**src/rtl/slave_bus_monitor.sv**
```systemverilog
// slave_bus_monitor
// I2C slave front-end: brings raw SCL/SDA into the clk domain, detects
// START/STOP, tracks the bit position inside each 9-clock byte frame and
// shifts received data bits into rx_data for the slave main controller.
module slave_bus_monitor (
    input  logic       clk,
    input  logic       n_rst,
    input  logic       SCL_in,
    input  logic       SDA_in,
    input  logic       rx_enable,
    output logic       SCL_sync,
    output logic       SDA_sync,
    output logic       start,
    output logic       stop,
    output logic       byte_received,
    output logic       ack_prep,
    output logic       ack_check,
    output logic       ack_done,
    output logic [7:0] rx_data,
    output logic [3:0] bit_count
);

    typedef enum logic [1:0] {
        IDLE = 2'b00,
        BITS = 2'b01,
        ACK  = 2'b10
    } state_t;

    state_t state;

    // First synchronizer stage and one-cycle history of the synchronized lines.
    logic scl_p0;
    logic sda_p0;
    logic scl_prev;
    logic sda_prev;

    // Bus events derived only from registered values.
    logic scl_rise;
    logic scl_fall;
    logic start_cond;
    logic stop_cond;

    // Two-flop synchronizer plus a history flop per line; everything resets
    // to the idle-high bus level so reset release never looks like a START.
    always_ff @(posedge clk or negedge n_rst) begin
        if (!n_rst) begin
            scl_p0   <= 1'b1;
            sda_p0   <= 1'b1;
            SCL_sync <= 1'b1;
            SDA_sync <= 1'b1;
            scl_prev <= 1'b1;
            sda_prev <= 1'b1;
        end else begin
            scl_p0   <= SCL_in;
            sda_p0   <= SDA_in;
            SCL_sync <= scl_p0;
            SDA_sync <= sda_p0;
            scl_prev <= SCL_sync;
            sda_prev <= SDA_sync;
        end
    end

    assign scl_rise   =  SCL_sync & ~scl_prev;
    assign scl_fall   = ~SCL_sync &  scl_prev;
    assign start_cond =  scl_prev &  SCL_sync &  sda_prev & ~SDA_sync;
    assign stop_cond  =  scl_prev &  SCL_sync & ~sda_prev &  SDA_sync;

    // Frame tracker: START/STOP override any bit event in the same cycle;
    // every pulse output is registered and defaults low so it lasts one cycle.
    always_ff @(posedge clk or negedge n_rst) begin
        if (!n_rst) begin
            state         <= IDLE;
            bit_count     <= 4'd0;
            rx_data       <= 8'h00;
            start         <= 1'b0;
            stop          <= 1'b0;
            byte_received <= 1'b0;
            ack_prep      <= 1'b0;
            ack_check     <= 1'b0;
            ack_done      <= 1'b0;
        end else begin
            start         <= 1'b0;
            stop          <= 1'b0;
            byte_received <= 1'b0;
            ack_prep      <= 1'b0;
            ack_check     <= 1'b0;
            ack_done      <= 1'b0;

            if (stop_cond) begin
                state     <= IDLE;
                bit_count <= 4'd0;
                stop      <= 1'b1;
            end else if (start_cond) begin
                state     <= BITS;
                bit_count <= 4'd0;
                start     <= 1'b1;
            end else begin
                case (state)
                    IDLE: begin
                        // Bus not owned by a transfer: SCL edges are ignored.
                    end
                    BITS: begin
                        if (scl_rise && (bit_count < 4'd8)) begin
                            bit_count <= bit_count + 4'd1;
                            if (rx_enable) begin
                                rx_data <= {rx_data[6:0], SDA_sync};
                            end
                            if (bit_count == 4'd7) begin
                                byte_received <= 1'b1;
                            end
                        end else if (scl_fall && (bit_count == 4'd8)) begin
                            state    <= ACK;
                            ack_prep <= 1'b1;
                        end
                    end
                    ACK: begin
                        // The ninth clock carries the acknowledge; never shifted in.
                        if (scl_rise) begin
                            bit_count <= 4'd9;
                            ack_check <= 1'b1;
                        end else if (scl_fall && (bit_count == 4'd9)) begin
                            state     <= BITS;
                            bit_count <= 4'd0;
                            ack_done  <= 1'b1;
                        end
                    end
                    default: begin
                        state     <= IDLE;
                        bit_count <= 4'd0;
                    end
                endcase
            end
        end
    end

endmodule

```
**config.mk**
```make
export PLATFORM = sky130hd
export DESIGN_NAME = slave_bus_monitor
export DESIGN_NICKNAME = d
export VERILOG_FILES = /design/src/rtl/slave_bus_monitor.sv
export SDC_FILE = /design/constraint.sdc
export NUM_CORES = 1
export LEC_CHECK = 0
export CAP_MARGIN = 5
export CELL_PAD_IN_SITES_DETAIL_PLACEMENT = 2
export CELL_PAD_IN_SITES_GLOBAL_PLACEMENT = 2
export CORE_MARGIN = 1.5
export CORE_UTILIZATION = 35
export CTS_CLUSTER_DIAMETER = 150
export DETAILED_ROUTE_END_ITERATION = 8
export GPL_ROUTABILITY_DRIVEN = 0
export HOLD_SLACK_MARGIN = 0.02
export PLACE_DENSITY = 0.85
export SYNTH_ARGS = -nofsm -noshare
export SYNTH_HDL_FRONTEND = slang
export SYNTH_SLANG_ARGS = --single-unit
```
**constraint.sdc**
```tcl
create_clock -name clk -period 3.24 [get_ports clk]
set_input_delay 0.648 -clock clk [delete_from_list [all_inputs] [get_ports clk]]
set_output_delay 0.648 -clock clk [all_outputs]
set_load 0.03 [all_outputs]
```
# Yosys cells after proc, flatten, opt, wreduce, memory -nomap -nowiden
# Cells that the tools add are included.
dict set report classes {
  n_addsub 1
  mul 0
  div_mod_pow 0
  n_lt_le_gt_ge 1
  n_eq_ne 12
  shifts 0
  n_mux 35
  n_bitwise 13
  n_reduce_logical 7
}
# cell n
set op_table {}
lappend op_table {{$mux W1} 22}
lappend op_table {{$mux W4} 5}
lappend op_table {{$ne A4 B4 Y1 const B} 5}
lappend op_table {{$mux W2} 6}
lappend op_table {{$pmux W4 S3} 1}
lappend op_table {{$reduce_and A5 Y1} 2}
lappend op_table {{$eq A4 B4 Y1 const B} 2}
lappend op_table {{$and A1 B1 Y1} 7}
lappend op_table {{$not A1 Y1} 6}
lappend op_table {{$pmux W2 S3} 1}
lappend op_table {{$ne A5 B5 Y1 const B} 1}
lappend op_table {{$add A4 B1 Y4 const B} 1}
lappend op_table {{$eq A4 B3 Y1 const B} 1}
lappend op_table {{$lt A4 B4 Y1 const B} 1}
lappend op_table {{$logic_and A1 B1 Y1} 3}
lappend op_table {{$ne A3 B3 Y1 const B} 1}
lappend op_table {{$reduce_and A3 Y1} 1}
lappend op_table {{$eq A2 B1 Y1 const B} 1}
lappend op_table {{$eq A2 B2 Y1 const B} 1}
lappend op_table {{$logic_not A2 Y1} 1}
dict set report totals {
  reg_bits 26
  latch_bits 0
  ram_bits 0
  mem_bits_ro 0
  out_inout_bits 20
  elab_cells 84
  memories 0
}

# Longest topological paths before layout
# Gate-level depths: netlist (run 1).
dict set report depth {
  depth_word 8
  depth_mapped 8
  mapped_depth_nobuf 7
}

# Least setup slack after synthesis (run 1)
# OpenSTA, ideal clock, no wires.
dict set report synth_timing {
  path_type {register to register}
  startpoint {reg state[0]}
  endpoint {reg state[0]}
  setup_ns 0.101
  t_arrival_ns 1.673
  required_time_ns 3.139
  setup_slack_ns 1.466
  path_stages_with_launch 8
  n_path_buf 1
  path_cell_list {dfrtp_1 ha_1 buf_6 and4bb_4 a2111oi_4 nand2_1 o211a_1 nor4_1}
}
dict set report synth_between {
  elab_chain_cells 4
  word_cells_on_any_way 12
  cone_classes {7 x eq/ne; 3 x mux; 2 x reduce/logical}
}
# element line
set synth_lines {}
lappend synth_lines {{start, declared} 29} ;# state_t state;
lappend synth_lines {{start signal, assigned} 72} ;# state <= IDLE;
lappend synth_lines {{start signal, assigned} 90} ;# state <= IDLE;
lappend synth_lines {{start signal, assigned} 94} ;# state <= BITS;
lappend synth_lines {{$eq A2 B2 Y1, or another cell as far along} 98} ;# case (state)
lappend synth_lines {{$pmux W2 S3} 98}
lappend synth_lines {{$mux W2} 93} ;# end else if (start_cond) begin
lappend synth_lines {{$mux W2} 89} ;# if (stop_cond) begin
# Several ways; a longest one is shown, not always the timed one.
# A chain may end at the register's enable or synchronous reset.

# Worst setup path in the final report (run 1)
dict set report layout_timing {
  startpoint {reg SDA_sync}
  endpoint {out SDA_sync}
}
# element line
set layout_lines {}
lappend layout_lines {{start, declared} 12} ;# output logic SDA_sync,
lappend layout_lines {{start signal, assigned} 57} ;# SDA_sync <= sda_p0;
# No word-level cell between the ends.

==> results of run 1 <==
-- kinds of logic after synthesis --
group | Yosys count | synth area share [%]
flip-flops | 26 | 54.1
buffers and inverters | 7 | 2.77
AND/OR/NAND/NOR | 31 | 15.5
multiplexers | 9 | 8.22
adder cells (fa/ha/maj) | 7 | 7.19
XOR/XNOR | 1 | 0.720
AO/OA/AOI/OAI | 18 | 11.5
-- flip-flops by register name (all words and copies together) (netlist names) --
signal	count
rx_data	8
bit_count	4
state	2
SCL_sync	1
SDA_sync	1
ack_check	1
ack_done	1
ack_prep	1
byte_received	1
scl_p0	1
scl_prev	1
sda_p0	1
sda_prev	1
start	1
stop	1
-- worst max path at each step --
stage	startpoint	end	slack, ns	cells after the start
2_1_floorplan	state[0]$_DFFE_PN0P_	state[0]$_DFFE_PN0P_	1.47	7
3_3_place_gp	n_rst	scl_p0$_DFF_PN1_	1.27	2
3_5_place_dp	state[0]$_DFFE_PN0P_	state[0]$_DFFE_PN0P_	1.13	6
4_1_cts	SDA_sync$_DFF_PN1_	SDA_sync	0.91	1
5_1_grt	SDA_sync$_DFF_PN1_	SDA_sync	0.89	1
6_report	SDA_sync$_DFF_PN1_	SDA_sync	0.94	1
-- area by class of cell --
class,count,area [sq um]
inverters,6,22.5
flip-flops and latches,26,658
clock buffers,3,22.5
repair buffers,26,255
clock inverters,1,30.0
multi-input cells,66,526
well taps,46,57.6
fillers,342,1770
-- power breakdown --
part / total, mW / leakage, nW / internal, mW / switching, mW
Combinational: 0.0506 / 0.310 / 0.0214 / 0.0292
Clock: 0.227 / 0.0279 / 0.125 / 0.102
Sequential: 0.342 / 0.341 / 0.335 / 0.00720
-- layer usage --
layer	share of wire (%)	vias to the layer above	wire, microns
li1	-	413	-
met1	44	454	1280
met2	52	19	1500
met3	3.0	4	88
met4	0.93	0	27
met5	0	-	0
-- cells in the final DEF (no fill, tap or decap), types with 5 or more instances in the layout --
master	Yosys	final
nand2_1	7	7
o21ai_0	5	5
a21oi_1	5	5
clkdlybuf4s50_1	0	24
ha_1	7	7
dfrtp_1	20	20
mux2_2	8	8
dfstp_2	6	6
inv_1	6	6
-- metrics by stage --
step | hold WS [ns] | setup slack, ns
global route | 0.372 | 0.891
floorplan | 0.345 | 1.47
global placement | 0.346 | 1.27
CTS | 0.368 | 0.915
finish | 0.366 | 0.940
detailed placement | 0.348 | 1.13
==> impl_metrics.csv, run 1 <==
group,metric,value,unit
clock_tree,post_cts_buffers,0,
pwr,ir_worst_vdd,0.000169,V
worst_setup_path,worst_setup_path_end_kind,"output port",
min_path,hold-path-endpoint,"SDA_sync$_DFF_PN1_",
timing,slew_violations,0,
grt,grt_util_met2,30.4,%
clock_tree,clk_pin_slew,0.14,ns
place,dpl.hpwl,2170,microns
worst_setup_path,reg2reg_slack,1.09,ns
clock_tree,h-tree-depth,1,
layout,area_growth_syn_to_layout,29.1,%
synth,synth.most_common_cell,"dfrtp_1",
grt,globalRouteMet1Util,21.8,%
place,dpl_cell_area,1520,sq um
pwr,total_power,0.619,mW
grt,grt_pass1_vias,964,
timing,finClkSkew,0.0139,ns
synth,synthTopCellsByCount,"20 x dfrtp_1, 8 x mux2_2, 7 x ha_1, 7 x nand2_1",
worst_setup_path,startpoint_type,"register",
floorplanning,core,3340,sq um
clock_tree,post_cts_resized,0,
worst_setup_path,regToRegEndpoint,"state[0]$_DFFE_PN0P_",
detailed_routing,drtAntennaViolNets,0,
clock_tree,clock-root-buffer,"clkbuf_4",
place,io_buffers,24,
worst_setup_path,r2r_start,"state[0]$_DFFE_PN0P_",
clock_tree,clock_latency,0.33,ns
floorplanning,chipWidth,62.0,microns
synth,synthFlopType,"dfrtp_1",
detailed_routing,firstDrtPassIters,3,
layout,antenna-diode-count,0,
worst_setup_path,path_delay_family,"buffers and inverters",
grt,track_usage,17.2,%
timing,tns,0,ns
worst_setup_path,slowest_stage,"clkdlybuf4s50_1",
timing,tightestPinTransition,1.05,ns
min_path,worstHoldStart,"sda_p0$_DFF_PN1_",
grt,antenna_found_initial,0,
floorplanning,start_util,36.5,%
synth,synth_area_leaders,"dfrtp_1 41%, dfstp_2 13%, mux2_2 7.4%",
synth,synthArstFlopShare,100,%
worst_setup_path,critPathKind,"reg -> out",
clock_tree,cts_tree,"yes",
synth,synth_nets,111,
synth,synth_area_per_cell,12.3,sq um
clock_tree,clkSinkCount,26,
synth,synth-edff-count,0,
pwr,p_leak,0.679,nW
worst_setup_path,critPathRequiredTime,2.59,ns
grt,grt_pass1_wl,4760,microns
detailed_routing,routed_via_density,5.11,
clock_tree,cts-hold-fix-buffers,0,
layout,finalNetCount,141,
detailed_routing,wl,2890,microns
floorplanning,ioPinCount,25,
floorplanning,rows,21,
layout,fin_util,47.1,%
worst_setup_path,worstPathArrival,1.65,ns
timing,min_period,2.30,ns
timing,rsz0062_at_grt,"no",
floorplanning,die-height,62.0,microns
synth,seq_area_frac_synth,54.1,%
synth,ys_seq_elements,26,
timing,report.final.setup_viol,0,
worst_setup_path,path_max_fanout,8,
layout,fin_cells,174,
detailed_routing,num_vias,890,
synth,netlist_area,1220,sq um
run,max_cap_viol_count,0,
grt,grt_max_degree,24,
layout,layout-drive-gt1-share,19.5,%
grt,grt.busiest_layer,"met2",
min_path,hold_path.class,"reg -> reg",
worst_setup_path,worstPathCellList,"clkdlybuf4s50_1",
worst_setup_path,slowest_delay,0.69,ns
timing,fmax,0.435,GHz
timing,relSlewSlack,30.0,%
pwr,p_per_area,394,nW/um^2
run_status,status,"finished clean",
floorplanning,die-area,3840,sq um
timing,hold_violations,0,
clock_tree,clockBufferDepth,2,
min_path,whs_path_depth,0,
synth,syn_inst,99,
detailed_routing,wire_per_inst,16.6,microns
synth,synth.distinct_cells,32,
timing,finalCritPeriodShare,71.0,%
detailed_routing,remaining_drc_errors,0,
layout,finalInstanceArea,1570,sq um
worst_setup_path,cp.buffers_inverters,1,
place,dp.cells,170,
synth,ys_warn_count,0,
grt,grt_overflow,0,
detailed_routing,drt_iter0_drc,4,
synth,synth_top_area_cell,"dfrtp_1",
grt,grt_util_met3,2.69,%
worst_setup_path,r2r_cells,6,
clock_tree,cts_buffers,3,
synth,synth_top_area_share,41.1,%
(Power assumes the default switching activity.)
==> run 2, diff against run 1 <==
--- a/config.mk
+++ b/config.mk
@@ -9,12 +9,12 @@
 export CELL_PAD_IN_SITES_DETAIL_PLACEMENT = 2
 export CELL_PAD_IN_SITES_GLOBAL_PLACEMENT = 2
 export CORE_MARGIN = 1.5
-export CORE_UTILIZATION = 35
+export CORE_UTILIZATION = 33
 export CTS_CLUSTER_DIAMETER = 150
 export DETAILED_ROUTE_END_ITERATION = 8
 export GPL_ROUTABILITY_DRIVEN = 0
 export HOLD_SLACK_MARGIN = 0.02
-export PLACE_DENSITY = 0.85
+export PLACE_DENSITY = 0.81
 export SYNTH_ARGS = -nofsm -noshare
 export SYNTH_HDL_FRONTEND = slang
 export SYNTH_SLANG_ARGS = --single-unit
==> constraint.sdc (replaced) <==
create_clock -name clk -period 2.2 [get_ports clk]
set_input_delay 0.44 -clock clk [delete_from_list [all_inputs] [get_ports clk]]
set_output_delay 0.44 -clock clk [all_outputs]
set_load 0.03 [all_outputs]
==> run 2 against run 1 <==
Power up 56%. Clock power up 71%. Combinational power increased by 48%. Worst hold slack worse by 0.0039 ns. Wire length grew 3.3%. Core utilization down 0.82 points. Die area up 5.8%. Global-route usage is 1.1 points lower. Non-clock buffer count unchanged. Sequential share of layout area is 0.56 points lower. Clock skew shrank 0.0058 ns. Clock-buffer cell count is the same. Critical endpoint unchanged. Highest routed layer unchanged.
==> impl_metrics.csv, run 2 (synthesis results as in run 1) <==
group,metric,value,unit
layout,finalNetCount,141,
grt,antenna_found_initial,0,
timing,tns,0,ns
detailed_routing,remaining_drc_errors,0,
place,dp.cells,170,
clock_tree,h-tree-depth,1,
worst_setup_path,worstPathArrival,1.59,ns
worst_setup_path,worst_setup_path_end_kind,"output port",
clock_tree,clkSinkCount,26,
worst_setup_path,path_max_fanout,8,
grt,track_usage,16.2,%
layout,fill_cells,354,
clock_tree,cts_tree,"yes",
timing,min_period,2.03,ns
worst_setup_path,critPathRequiredTime,1.76,ns
layout,antenna-diode-count,0,
worst_setup_path,startpoint_type,"register",
clock_tree,clockBufferDepth,2,
timing,finalCritPeriodShare,92.4,%
layout,layout_common_cells,"24 x clkdlybuf4s50_1, 20 x dfrtp_1, 8 x mux2_2",
clock_tree,cts_buffers,3,
floorplanning,die-area,4060,sq um
timing,rsz0062_at_grt,"no",
pwr,p_per_area,607,nW/um^2
place,io_buffers,24,
floorplanning,die-height,63.7,microns
worst_setup_path,path_delay_family,"buffers and inverters",
floorplanning,core,3440,sq um
pwr,p_leak,0.686,nW
run_status,status,"finished clean",
timing,setup_ws,0.167,ns
floorplanning,ioPinCount,25,
layout,largest_reg_flops,8,
timing,finClkSkew,0.00819,ns
worst_setup_path,cp.buffers_inverters,1,
detailed_routing,routed_via_density,5.09,
pwr,total_power,0.966,mW
detailed_routing,num_vias,886,
floorplanning,rows,21,
floorplanning,chipWidth,63.7,microns
clock_tree,clock_latency,0.27,ns
floorplanning,start_util,35.4,%
layout,top_register,"rx_data",
clock_tree,clock-root-buffer,"clkbuf_8",
grt,grt_max_degree,27,
detailed_routing,wire_per_inst,17.1,microns
timing,fmax,0.492,GHz
grt,grt_pass1_vias,997,
layout,area_growth_syn_to_layout,30.8,%
layout,fin_cells,174,
place,dp_slack,0.175,ns
timing,hold_violations,0,
detailed_routing,drt_iter0_drc,12,
clock_tree,clk_pin_slew,0.09,ns
worst_setup_path,critPathKind,"reg -> out",
min_path,hold_path.class,"reg -> reg",
grt,grt_pass1_wl,5110,microns
worst_setup_path,worstPathCellList,"clkdlybuf4s50_1",
run,max_cap_viol_count,0,
layout,finalInstanceArea,1590,sq um
timing,slew_violations,0,
pwr,ir_worst_vdd,0.000296,V
layout,final-seq-area,658,sq um
layout,reg.largest.list,"rx_data x8, bit_count x4, state x2",
timing,relSlewSlack,73.0,%
place,dpl.hpwl,2270,microns
timing,report.final.setup_viol,0,
worst_setup_path,slowest_stage,"clkdlybuf4s50_1",
place,dpl_cell_area,1520,sq um
worst_setup_path,slowest_delay,0.70,ns
timing,tightestPinTransition,0.401,ns
grt,grt_overflow,0,
layout,layout-drive-gt1-share,20.3,%
layout,final_common_cell,"clkdlybuf4s50_1",
detailed_routing,drtAntennaViolNets,0,
detailed_routing,wl,2980,microns
layout,multi_input_area,528,sq um
detailed_routing,firstDrtPassIters,3,
## run 2: repair_timing
action | in CTS | in global routing
buffers inserted | 0 | 0
hold buffers | 0 | 0
resized for setup | 0 | 1
endpoints found under the setup margin | 0 | 1
## run 2: layout make-up
type / count / area share (%)
sequential: 26 / 41.3
multi-input combinational: 66 / 33.1
timing repair buffer: 26 / 16.0
tap: 46 / 3.61
clock buffer: 3 / 2.59
clock inverter: 1 / 1.89
inverter: 6 / 1.41
## run 2: path summary, 6_finish.rpt
check	slack, ns	end	cells after the start	start
setup reg to reg	0.18	state[0]$_DFFE_PN0P_	6	state[0]$_DFFE_PN0P_
setup / recovery	0.17	SDA_sync	1	SDA_sync$_DFF_PN1_
hold reg to reg	0.36	SCL_sync$_DFF_PN1_	0	scl_p0$_DFF_PN1_
min in group asynchronous	0.53	rx_data[2]$_DFFE_PN0P_	2	n_rst
hold / removal	0.36	SCL_sync$_DFF_PN1_	0	scl_p0$_DFF_PN1_
max in group asynchronous	1.38	scl_prev$_DFF_PN1_	2	n_rst
## run 2: worst reg2reg max path, delay by kind of cell (launching register included)
family	cells	cell delay (ns)
compound gates	2	0.49
fa+ha+maj	1	0.31
simple gates	3	0.65
flops	1	0.46
## run 2: routing by layer
metal	vias to the layer above	track usage, %	wire length, microns
met2	19	29.9	1630
li1	417	-	-
met3	5	2.82	92
met1	445	18.8	1200
met5	-	0	0
met4	0	5.43	55
## run 2: where the power goes
part | total (mW) | switching, mW | internal [mW]
Combinational | 0.0747 | 0.0429 | 0.0318
Clock | 0.389 | 0.146 | 0.243
Sequential | 0.502 | 0.0101 | 0.492
## run 2: per-stage QoR
stage	util, %	hold slack, ns
CTS	46.2	0.364
finish	46.3	0.362
global placement	44.1	0.346
floorplan	-	0.144
detailed placement	44.1	0.350
global route	46.3	0.369
